--- src/rtl/fare_validator_if.sv ---
// fare_validator_if: groups the card reader, turnstile guard and station
// controller signals of the fare validator into one bundle.
//   master modport : the environment side (card reader / guard / controller);
//                    drives card_tap, card_balance, unblock.
//   slave modport  : the fare_validator side; drives valid_pay, charge_we,
//                    new_balance, deny, busy, fault, trip_cnt, revenue.
// BAL_W and CNT_W must match the parameters of the attached fare_validator.
interface fare_validator_if #(
    parameter int BAL_W = 16,
    parameter int CNT_W = 16
);
    logic             card_tap;
    logic [BAL_W-1:0] card_balance;
    logic             unblock;
    logic             valid_pay;
    logic             charge_we;
    logic [BAL_W-1:0] new_balance;
    logic             deny;
    logic             busy;
    logic             fault;
    logic [CNT_W-1:0] trip_cnt;
    logic [CNT_W-1:0] revenue;

    modport master (
        output card_tap, card_balance, unblock,
        input  valid_pay, charge_we, new_balance, deny, busy, fault,
               trip_cnt, revenue
    );

    modport slave (
        input  card_tap, card_balance, unblock,
        output valid_pay, charge_we, new_balance, deny, busy, fault,
               trip_cnt, revenue
    );
endinterface

--- src/rtl/fare_validator.sv ---
// fare_validator: payment-side controller for a metro turnstile.
// A card tap is checked against FARE; on success the card is debited
// (charge_we/new_balance), the guard gets a one-cycle valid_pay strobe and the
// unlock/relock session is followed through unblock. A guard that never
// unlocks within ACK_TIMEOUT cycles parks the block in a sticky FAULT state.
// Completed trips and collected fares are kept in saturating counters.
// Ports:
//   clk  - system clock, rising edge
//   rst  - asynchronous active-low reset
//   bus  - fare_validator_if.slave (card_tap, card_balance, unblock in;
//          valid_pay, charge_we, new_balance, deny, busy, fault,
//          trip_cnt, revenue out)
module fare_validator #(
    parameter int BAL_W       = 16,
    parameter int FARE        = 50,
    parameter int ACK_TIMEOUT = 8,
    parameter int CNT_W       = 16
) (
    input  logic            clk,
    input  logic            rst,
    fare_validator_if.slave bus
);

    localparam int TMR_W = $clog2(ACK_TIMEOUT + 1);
    localparam logic [BAL_W-1:0] FARE_B   = BAL_W'(FARE);
    localparam logic [CNT_W:0]   FARE_C   = (CNT_W+1)'(FARE);
    localparam logic [TMR_W-1:0] TMR_LAST = TMR_W'(ACK_TIMEOUT - 1);

    typedef enum logic [2:0] {
        ST_IDLE      = 3'd0,
        ST_CHECK     = 3'd1,
        ST_DENY      = 3'd2,
        ST_PAY       = 3'd3,
        ST_WAIT_ACK  = 3'd4,
        ST_WAIT_DONE = 3'd5,
        ST_FAULT     = 3'd6
    } state_t;

    state_t           state_r;
    state_t           state_nxt_s;
    logic [BAL_W-1:0] bal_r;
    logic [BAL_W-1:0] new_bal_r;
    logic [TMR_W-1:0] timer_r;
    logic [CNT_W-1:0] trip_r;
    logic [CNT_W-1:0] rev_r;
    logic             funds_ok_s;
    logic             relock_s;
    logic [CNT_W:0]   trip_sum_s;
    logic [CNT_W:0]   rev_sum_s;
    logic [CNT_W-1:0] trip_nxt_s;
    logic [CNT_W-1:0] rev_nxt_s;
    logic             valid_pay_s;
    logic             charge_we_s;
    logic             deny_s;
    logic             busy_s;
    logic             fault_s;

    assign funds_ok_s = (bal_r >= FARE_B);
    // The session ends on the first cycle the guard relocks after unlocking.
    assign relock_s   = (state_r == ST_WAIT_DONE) && !bus.unblock;

    // State register.
    always_ff @(posedge clk or negedge rst) begin
        if (!rst) begin
            state_r <= ST_IDLE;
        end else begin
            state_r <= state_nxt_s;
        end
    end

    // Next-state logic; taps outside IDLE are simply not looked at.
    always_comb begin
        state_nxt_s = ST_IDLE;
        case (state_r)
            ST_IDLE: begin
                if (bus.card_tap) state_nxt_s = ST_CHECK;
                else              state_nxt_s = ST_IDLE;
            end
            ST_CHECK: begin
                if (funds_ok_s) state_nxt_s = ST_PAY;
                else            state_nxt_s = ST_DENY;
            end
            ST_DENY:  state_nxt_s = ST_IDLE;
            ST_PAY:   state_nxt_s = ST_WAIT_ACK;
            ST_WAIT_ACK: begin
                if (bus.unblock)              state_nxt_s = ST_WAIT_DONE;
                else if (timer_r == TMR_LAST) state_nxt_s = ST_FAULT;
                else                          state_nxt_s = ST_WAIT_ACK;
            end
            ST_WAIT_DONE: begin
                if (!bus.unblock) state_nxt_s = ST_IDLE;
                else              state_nxt_s = ST_WAIT_DONE;
            end
            ST_FAULT: state_nxt_s = ST_FAULT;
            default:  state_nxt_s = ST_IDLE;
        endcase
    end

    // Moore output decode from the state register.
    always_comb begin
        valid_pay_s = 1'b0;
        charge_we_s = 1'b0;
        deny_s      = 1'b0;
        fault_s     = 1'b0;
        case (state_r)
            ST_PAY: begin
                valid_pay_s = 1'b1;
                charge_we_s = 1'b1;
            end
            ST_DENY:  deny_s  = 1'b1;
            ST_FAULT: fault_s = 1'b1;
            default: begin
                valid_pay_s = 1'b0;
                charge_we_s = 1'b0;
                deny_s      = 1'b0;
                fault_s     = 1'b0;
            end
        endcase
        busy_s = (state_r != ST_IDLE);
    end

    // Saturating next values for the station counters (one extra carry bit).
    always_comb begin
        trip_sum_s = {1'b0, trip_r} + (CNT_W+1)'(1);
        rev_sum_s  = {1'b0, rev_r} + FARE_C;
        if (trip_sum_s[CNT_W]) trip_nxt_s = '1;
        else                   trip_nxt_s = trip_sum_s[CNT_W-1:0];
        if (rev_sum_s[CNT_W])  rev_nxt_s  = '1;
        else                   rev_nxt_s  = rev_sum_s[CNT_W-1:0];
    end

    // Datapath: balance capture, debit, acknowledge timer and counters.
    always_ff @(posedge clk or negedge rst) begin
        if (!rst) begin
            bal_r     <= '0;
            new_bal_r <= '0;
            timer_r   <= '0;
            trip_r    <= '0;
            rev_r     <= '0;
        end else begin
            if ((state_r == ST_IDLE) && bus.card_tap) begin
                bal_r <= bus.card_balance;
            end
            // Debit lands on the CHECK->PAY edge so it is valid during PAY.
            if ((state_r == ST_CHECK) && funds_ok_s) begin
                new_bal_r <= bal_r - FARE_B;
            end
            if (state_r == ST_PAY) begin
                timer_r <= '0;
            end else if ((state_r == ST_WAIT_ACK) && !bus.unblock && (timer_r != TMR_LAST)) begin
                timer_r <= timer_r + TMR_W'(1);
            end
            if (relock_s) begin
                trip_r <= trip_nxt_s;
                rev_r  <= rev_nxt_s;
            end
        end
    end

    assign bus.valid_pay   = valid_pay_s;
    assign bus.charge_we   = charge_we_s;
    assign bus.deny        = deny_s;
    assign bus.busy        = busy_s;
    assign bus.fault       = fault_s;
    assign bus.new_balance = new_bal_r;
    assign bus.trip_cnt    = trip_r;
    assign bus.revenue     = rev_r;

endmodule
--- src/flat_wrapper.sv ---
// flat-port wrapper written by rule: the top's interface ports become plain ports
module fare_validator_flat 
#(
    parameter int BAL_W       = 16,
    parameter int FARE        = 50,
    parameter int ACK_TIMEOUT = 8,
    parameter int CNT_W       = 16
)
  (clk, rst, bus_card_tap, bus_card_balance, bus_unblock, bus_valid_pay, bus_charge_we, bus_new_balance, bus_deny, bus_busy, bus_fault, bus_trip_cnt, bus_revenue);
  fare_validator_if #(.BAL_W(BAL_W), .CNT_W(CNT_W)) bus_i ();
  input  logic clk;
  input  logic rst;
  input wire logic [$bits(bus_i.card_tap)-1:0] bus_card_tap;
  input wire logic [$bits(bus_i.card_balance)-1:0] bus_card_balance;
  input wire logic [$bits(bus_i.unblock)-1:0] bus_unblock;
  output wire logic [$bits(bus_i.valid_pay)-1:0] bus_valid_pay;
  output wire logic [$bits(bus_i.charge_we)-1:0] bus_charge_we;
  output wire logic [$bits(bus_i.new_balance)-1:0] bus_new_balance;
  output wire logic [$bits(bus_i.deny)-1:0] bus_deny;
  output wire logic [$bits(bus_i.busy)-1:0] bus_busy;
  output wire logic [$bits(bus_i.fault)-1:0] bus_fault;
  output wire logic [$bits(bus_i.trip_cnt)-1:0] bus_trip_cnt;
  output wire logic [$bits(bus_i.revenue)-1:0] bus_revenue;
  assign bus_i.card_tap = bus_card_tap;
  assign bus_i.card_balance = bus_card_balance;
  assign bus_i.unblock = bus_unblock;
  assign bus_valid_pay = bus_i.valid_pay;
  assign bus_charge_we = bus_i.charge_we;
  assign bus_new_balance = bus_i.new_balance;
  assign bus_deny = bus_i.deny;
  assign bus_busy = bus_i.busy;
  assign bus_fault = bus_i.fault;
  assign bus_trip_cnt = bus_i.trip_cnt;
  assign bus_revenue = bus_i.revenue;
  fare_validator #(.BAL_W(BAL_W), .FARE(FARE), .ACK_TIMEOUT(ACK_TIMEOUT), .CNT_W(CNT_W)) u_core (.clk(clk), .rst(rst), .bus(bus_i));
endmodule
--- config.mk ---
export PLATFORM = sky130hd
export DESIGN_NAME = fare_validator_flat
export DESIGN_NICKNAME = d
export VERILOG_FILES = /design/src/rtl/fare_validator_if.sv /design/src/rtl/fare_validator.sv /design/src/flat_wrapper.sv
export SDC_FILE = /design/constraint.sdc
export NUM_CORES = 1
export LEC_CHECK = 0
export BUFFER_PORTS_ARGS = -buffer_cell sky130_fd_sc_hd__clkbuf_2
export CORE_MARGIN = 5
export CORE_UTILIZATION = 58
export DETAILED_ROUTE_END_ITERATION = 8
export PLACE_DENSITY = 0.84
export SLEW_MARGIN = 10
export SYNTH_ARGS = -nofsm -noshare
export SYNTH_HDL_FRONTEND = slang
export SYNTH_SLANG_ARGS = --single-unit
--- constraint.sdc ---
create_clock -name clk -period 4.17 [get_ports clk]
set_input_delay 0.834 -clock clk [delete_from_list [all_inputs] [get_ports clk]]
set_output_delay 0.834 -clock clk [all_outputs]
set_load 0.05 [all_outputs]
==> out/metrics.csv, run 1 <==
metric,value,unit
Pre-Repair DR Iteration Count,4,
Final Hold Fails,0,
die width,86.8,um
initial antenna violation count,0,
top post-synthesis cells by area,"dfrtp_1, mux2_2, nand2_1",
largest net degree at the start of global routing,41,
"Critical Path, Cell by Cell",inv_1 -> nor3b_1 -> clkbuf_2,
"Remaining Overflow, GRT",0,
Port Buffer Count,72,
CTS Hold Buffers Added,0,
CTS tree,yes,
share of the synthesized area in the top cell type,51.9,%
Routed WL,6.83,mm
sum of negative setup slack,0,ns
hold path startpoint,u_core.bus.revenue[0]$_DFFE_PN0P_,
CP Launch Type,flop,
xor and xnor area share after synthesis,6.40,%
HP Class,reg -> reg,
RSZ-0062 raised after global routing,no,
post-synth cell types,50,
final setup fails,0,
Initial Util,58.8,%
via count of the routed design,2618,
leakage power,1.89,nW
Synth Area in Simple Gates,20.2,%
Tot GR Track Use,19.3,%
number of global-route vias before repair,2515,
CTS HTree Levels,3,
Num CTS Buffers,9,
"CTS clk-pin slew, worst paths",0.07,ns
Syn Inst Count,321,
async set-or-reset flop fraction in the synthesized netlist,100,%
ANT cells,0,
Vias/cell,5.51,
Worst R2R Start,u_core.state_r[1]$_DFF_PN0_,
core box area,5820,um^2
"Period Utilization, post-route",67.4,%
Final Wtd Congestion,0.813,
commonest register cell after synthesis,dfrtp_1,
CP required,3.34,ns
"Seq/Total Area, Yosys",51.9,%
fill count,482,
Max Slew Vio Count,0,
f_max,356,MHz
Final ANT Viol Nets,0,
Post-Route Skew,0.00651,ns
max incr delay on CP,0.65,ns
worst skew pair latency,0.34,ns
Post-CTS Resized,0,
synthesized area per cell,10.7,um^2
critical path arrival,1.98,ns
CP max FO,8,
mux cell area share after synthesis,7.90,%
DRC viols,0,
post-synthesis compound-gate area fraction,9.07,%
CP Capture Type,output port,
status,completed,
critical path buffer and inverter count,2,
Seq cells post-synth,71,
fin nets,419,
worst hold slack,0.473,ns
wire per inst,14.4,um
number of flops mapped to enable cells by yosys,0,
post-DP HPWL,5.05,mm
Max Cap Viol,0,
Post-CTS Setup Repair Bufs,0,
Worst VDD drop,0.541,mV
top cell family by delay on the critical path,simple AND/OR/NAND/NOR gates,
post-synthesis adder-cell area fraction,1.46,%
global-route wire length before repair,11.3,mm
DRT iter0 DRCs,75,
PwrDens,777,nW/um^2
Slew HR,28.9,%
CP max stage cell,nor3b_1,
Die H,86.8,um
num rows,28,
WS Path Type,reg -> out,
Synth Net Count,345,
main combinational cell family by area after synthesis,simple AND/OR/NAND/NOR gates,
"count leader, synth",dfrtp_1,
I/O pins,73,
share of cells above drive strength 1,28.7,%
Die ar.,7540,um^2
CP startpoint,u_core.state_r[1]$_DFF_PN0_,
area grow syn2layout,16.5,%
Worst Max-Slew Pin Slew,1.07,ns
min Tclk post-route,2.81,ns
# clock sinks,71,
largest area contributor in the netlist,dfrtp_1,
clock root cell,clkbuf_8,
yosys warns,0,
CTS max path bufs,2,
Post-synth top cells,"dfrtp_1, nand2_1, nor2_1",
Post-Syn Area,3420,um^2
==> cell usage in the layout (no fill, tap or decap), drive strengths merged, types with 2 or more instances in the layout <==
cell,netlist,layout
clkbuf,2,84
dfrtp,71,71
nand2,37,37
nor2,36,36
mux2,20,20
a21oi,17,17
xor2,13,13
xnor2,12,12
nand3,12,12
o21ai,9,9
nand4,9,9
inv,8,8
nor3,8,8
a31oi,7,7
nor4,5,5
or3,4,4
nand2b,4,4
and3,4,4
ha,4,4
mux2i,3,3
o21a,3,3
nand3b,3,3
nor3b,2,2
or4,2,2
and4,2,2
clkinv,0,2
buf,8,2
==> cells by family after synthesis <==
group	after synthesis
AOI/OAI and AO/OA	47
DFF	71
buffers and inverters	18
xor gates and xnor gates	25
muxes	23
and+or+nand+nor	133
adders and majority gates	4
==> state kept, by name, indices dropped and copies added (netlist names) <==
register                flops
u_core.bal_r               16
u_core.bus.new_balance     16
u_core.bus.revenue         16
u_core.bus.trip_cnt        16
u_core.state_r              3
u_core.timer_r              4
==> metrics by stage <==
stage                     power [mW]  utilization, %  worst slack (ns)  instances  area [um^2]
final                           3.10            68.5              1.36        475         3990
after global routing            3.29            68.5              1.25        475         3990
after CTS                       3.12            68.5              1.35        475         3990
after detailed placement        2.63            65.5              1.49        459         3810
after global placement          2.58            65.5              1.51        459         3810
after floorplan                 2.34               -             0.950        321         3420
==> final cells by class <==
type                    instances  area [um^2]  share of cell area, %
flip-flops and latches         71         1780                   44.6
well taps                      75         93.8                   2.35
inverters                       8         30.0                  0.754
clock inverters                 3         17.5                  0.440
multi-input cells             232         1540                   38.7
repair buffers                 73          368                   9.23
clock buffers                  13          159                   3.99
==> layer usage <==
metal  wire length (um)  vias up  GRT usage [%]
met4                126        0           7.65
met5                  0        -              0
met3                380       14           4.47
met2               3280       77           31.3
met1               3050     1243           25.0
li1                   -     1284              -
==> worst register-to-register path, stage by stage, from the launching register on <==
cell       delay, ns
dfrtp_1         0.46
nand4bb_1       0.55
nor4_1          0.69
nand3_1         0.15
mux2_2          0.29
==> power breakdown <==
group	switching [mW]	internal, mW
clock network	0.239	0.247
registers	0.280	0.928
logic	0.926	0.476
total	1.45	1.65
==> final timing paths <==
kind	end	slack (ns)	cells after the start
worst min-delay path	u_core.bus.revenue[0]$_DFFE_PN0P_	0.47	1
max in group asynchronous	u_core.bus.revenue[0]$_DFFE_PN0P_	2.63	2
worst min register to register	u_core.bus.revenue[0]$_DFFE_PN0P_	0.47	1
worst max-delay path	bus_valid_pay	1.36	3
min in group asynchronous	u_core.bus.new_balance[15]$_DFFE_PN0P_	0.60	1
worst max register to register	u_core.bus.trip_cnt[12]$_DFFE_PN0P_	1.92	4
Power figures use the tool's default switching activity.
==> inputs of run 2 (changes only) <==
--- a/config.mk
+++ b/config.mk
@@ -7,9 +7,9 @@
 export LEC_CHECK = 0
 export BUFFER_PORTS_ARGS = -buffer_cell sky130_fd_sc_hd__clkbuf_2
 export CORE_MARGIN = 5
-export CORE_UTILIZATION = 58
+export CORE_UTILIZATION = 49
 export DETAILED_ROUTE_END_ITERATION = 8
-export PLACE_DENSITY = 0.84
+export PLACE_DENSITY = 0.76
 export SLEW_MARGIN = 10
 export SYNTH_ARGS = -nofsm -noshare
 export SYNTH_HDL_FRONTEND = slang
==> constraint.sdc (replaced) <==
create_clock -name clk -period 2.4 [get_ports clk]
set_input_delay 0.48 -clock clk [delete_from_list [all_inputs] [get_ports clk]]
set_output_delay 0.48 -clock clk [all_outputs]
set_load 0.05 [all_outputs]
==> out/metrics.csv, run 2 (same netlist as run 1, synthesis figures left out) <==
metric,value,unit
# clock sinks,71,
Die H,93.6,um
final setup fails,0,
CTS tree,yes,
CTS HTree Levels,3,
Initial Util,50.4,%
Post-CTS Resized,0,
Port Buffer Count,72,
Tot GR Track Use,17.2,%
DP Area,3880,um^2
most frequent cells in the layout,"clkbuf_2, dfrtp_1, nand2_1, nor2_1, a21oi_1",
min Tclk post-route,2.17,ns
area grow syn2layout,19.5,%
"CTS clk-pin slew, worst paths",0.08,ns
"Remaining Overflow, GRT",0,
CP Capture Type,output port,
Worst Max-Slew Pin Slew,0.563,ns
worst skew pair latency,0.34,ns
CP Launch Type,flop,
share of cells above drive strength 1,30.2,%
Worst R2R Start,u_core.bal_r[6]$_DFFE_PN0P_,
critical path arrival,1.69,ns
CTS max path bufs,2,
wire per inst,14.1,um
Final WS setup,0.231,ns
clock root cell,clkbuf_8,
global-route wire length before repair,12.0,mm
CTS Hold Buffers Added,0,
Slew HR,62.2,%
Pre-Repair DR Iteration Count,4,
Routed WL,7.06,mm
Post-Route Skew,0.00819,ns
largest net degree at the start of global routing,72,
Post-CTS Setup Repair Bufs,0,
"Period Utilization, post-route",90.4,%
CP max FO,8,
num rows,30,
Final Hold Fails,0,
total power,5.56,mW
status,completed,
Num CTS Buffers,9,
post-DP HPWL,5.05,mm
PwrDens,1360,nW/um^2
Placed Cells incl. Taps,484,
final non-filler cell total,500,
fin nets,423,
die width,93.6,um
WS Path Type,reg -> out,
RSZ-0062 raised after global routing,no,
sum of negative setup slack,0,ns
Final ANT Viol Nets,0,
leakage power,1.92,nW
reg2reg path depth,6,
I/O pins,73,
fin area,4090,um^2
r2r setup slk,0.37,ns
Max Cap Viol,0,
Vias/cell,5.27,
HP Class,in -> async,
Critical R2R Capture,u_core.bus.new_balance[13]$_DFFE_PN0P_,
via count of the routed design,2636,
Worst VDD drop,1.04,mV
f_max,461,MHz
number of global-route vias before repair,2620,
Final Wtd Congestion,0.817,
dpl ws,0.362,ns
CP required,1.92,ns
initial antenna violation count,0,
Die ar.,8760,um^2
DRT iter0 DRCs,70,
DRC viols,0,
Max Slew Vio Count,0,
ANT cells,0,
core box area,6790,um^2
[run 2: changes by cell type in the layout (fill, tap and decap cells not counted)]
cell,previous run,this run
inv_6,0,1
clkbuf_1,2,0
nor3b_1,2,1
nor3b_2,0,1
clkinv_2,2,1
clkbuf_8,11,10
clkinv_4,0,2
buf_12,0,1
bufinv_16,0,1
buf_4,1,4
[run 2: layer usage]
layer	up-vias	GRT usage (%)	wire (um)
li1	1293	-	-
met1	1269	21.5	3270
met2	66	28.5	3320
met3	8	4.34	401
met4	0	6.74	64
met5	-	0	0
[run 2: cell type report]
type / count / area [um^2]
inverter: 8 / 30.0
fill: 549 / 2710
tap: 96 / 120
clock inverter: 6 / 68.8
multi-input combinational: 232 / 1550
timing repair buffer: 77 / 410
clock buffer: 10 / 138
sequential: 71 / 1780
[run 2: worst max-delay path, cell delays in order (launching register included)]
cell,delay [ns]
dfrtp_1,0.46
inv_1,0.12
nor3b_2,0.41
clkbuf_2,0.36
[run 2: per-stage QoR]
stage	utilization [%]	hold slack, ns
detailed placement	57.1	0.469
finish	60.2	0.160
floorplan	-	0.184
CTS	60.2	0.164
global placement	57.1	0.448
global route	60.2	0.179
[run 2: how the worst max path moves through the flow]
stage,from,endpoint,cells after the start
floorplan,u_core.state_r[2]$_DFF_PN0_,bus_valid_pay,3
global route,u_core.state_r[1]$_DFF_PN0_,bus_charge_we,3
detailed placement,u_core.bal_r[6]$_DFFE_PN0P_,u_core.bus.new_balance[13]$_DFFE_PN0P_,6
finish,u_core.state_r[1]$_DFF_PN0_,bus_valid_pay,3
global placement,bus_unblock,u_core.bus.trip_cnt[12]$_DFFE_PN0P_,7
CTS,u_core.state_r[1]$_DFF_PN0_,bus_valid_pay,3
[run 2: report_power, final]
part           internal (mW)  switching (mW)  leakage, nW
registers               1.61           0.500        0.886
clock network          0.514           0.468        0.103
logic                  0.851            1.61        0.935
total                   2.98            2.58         1.92
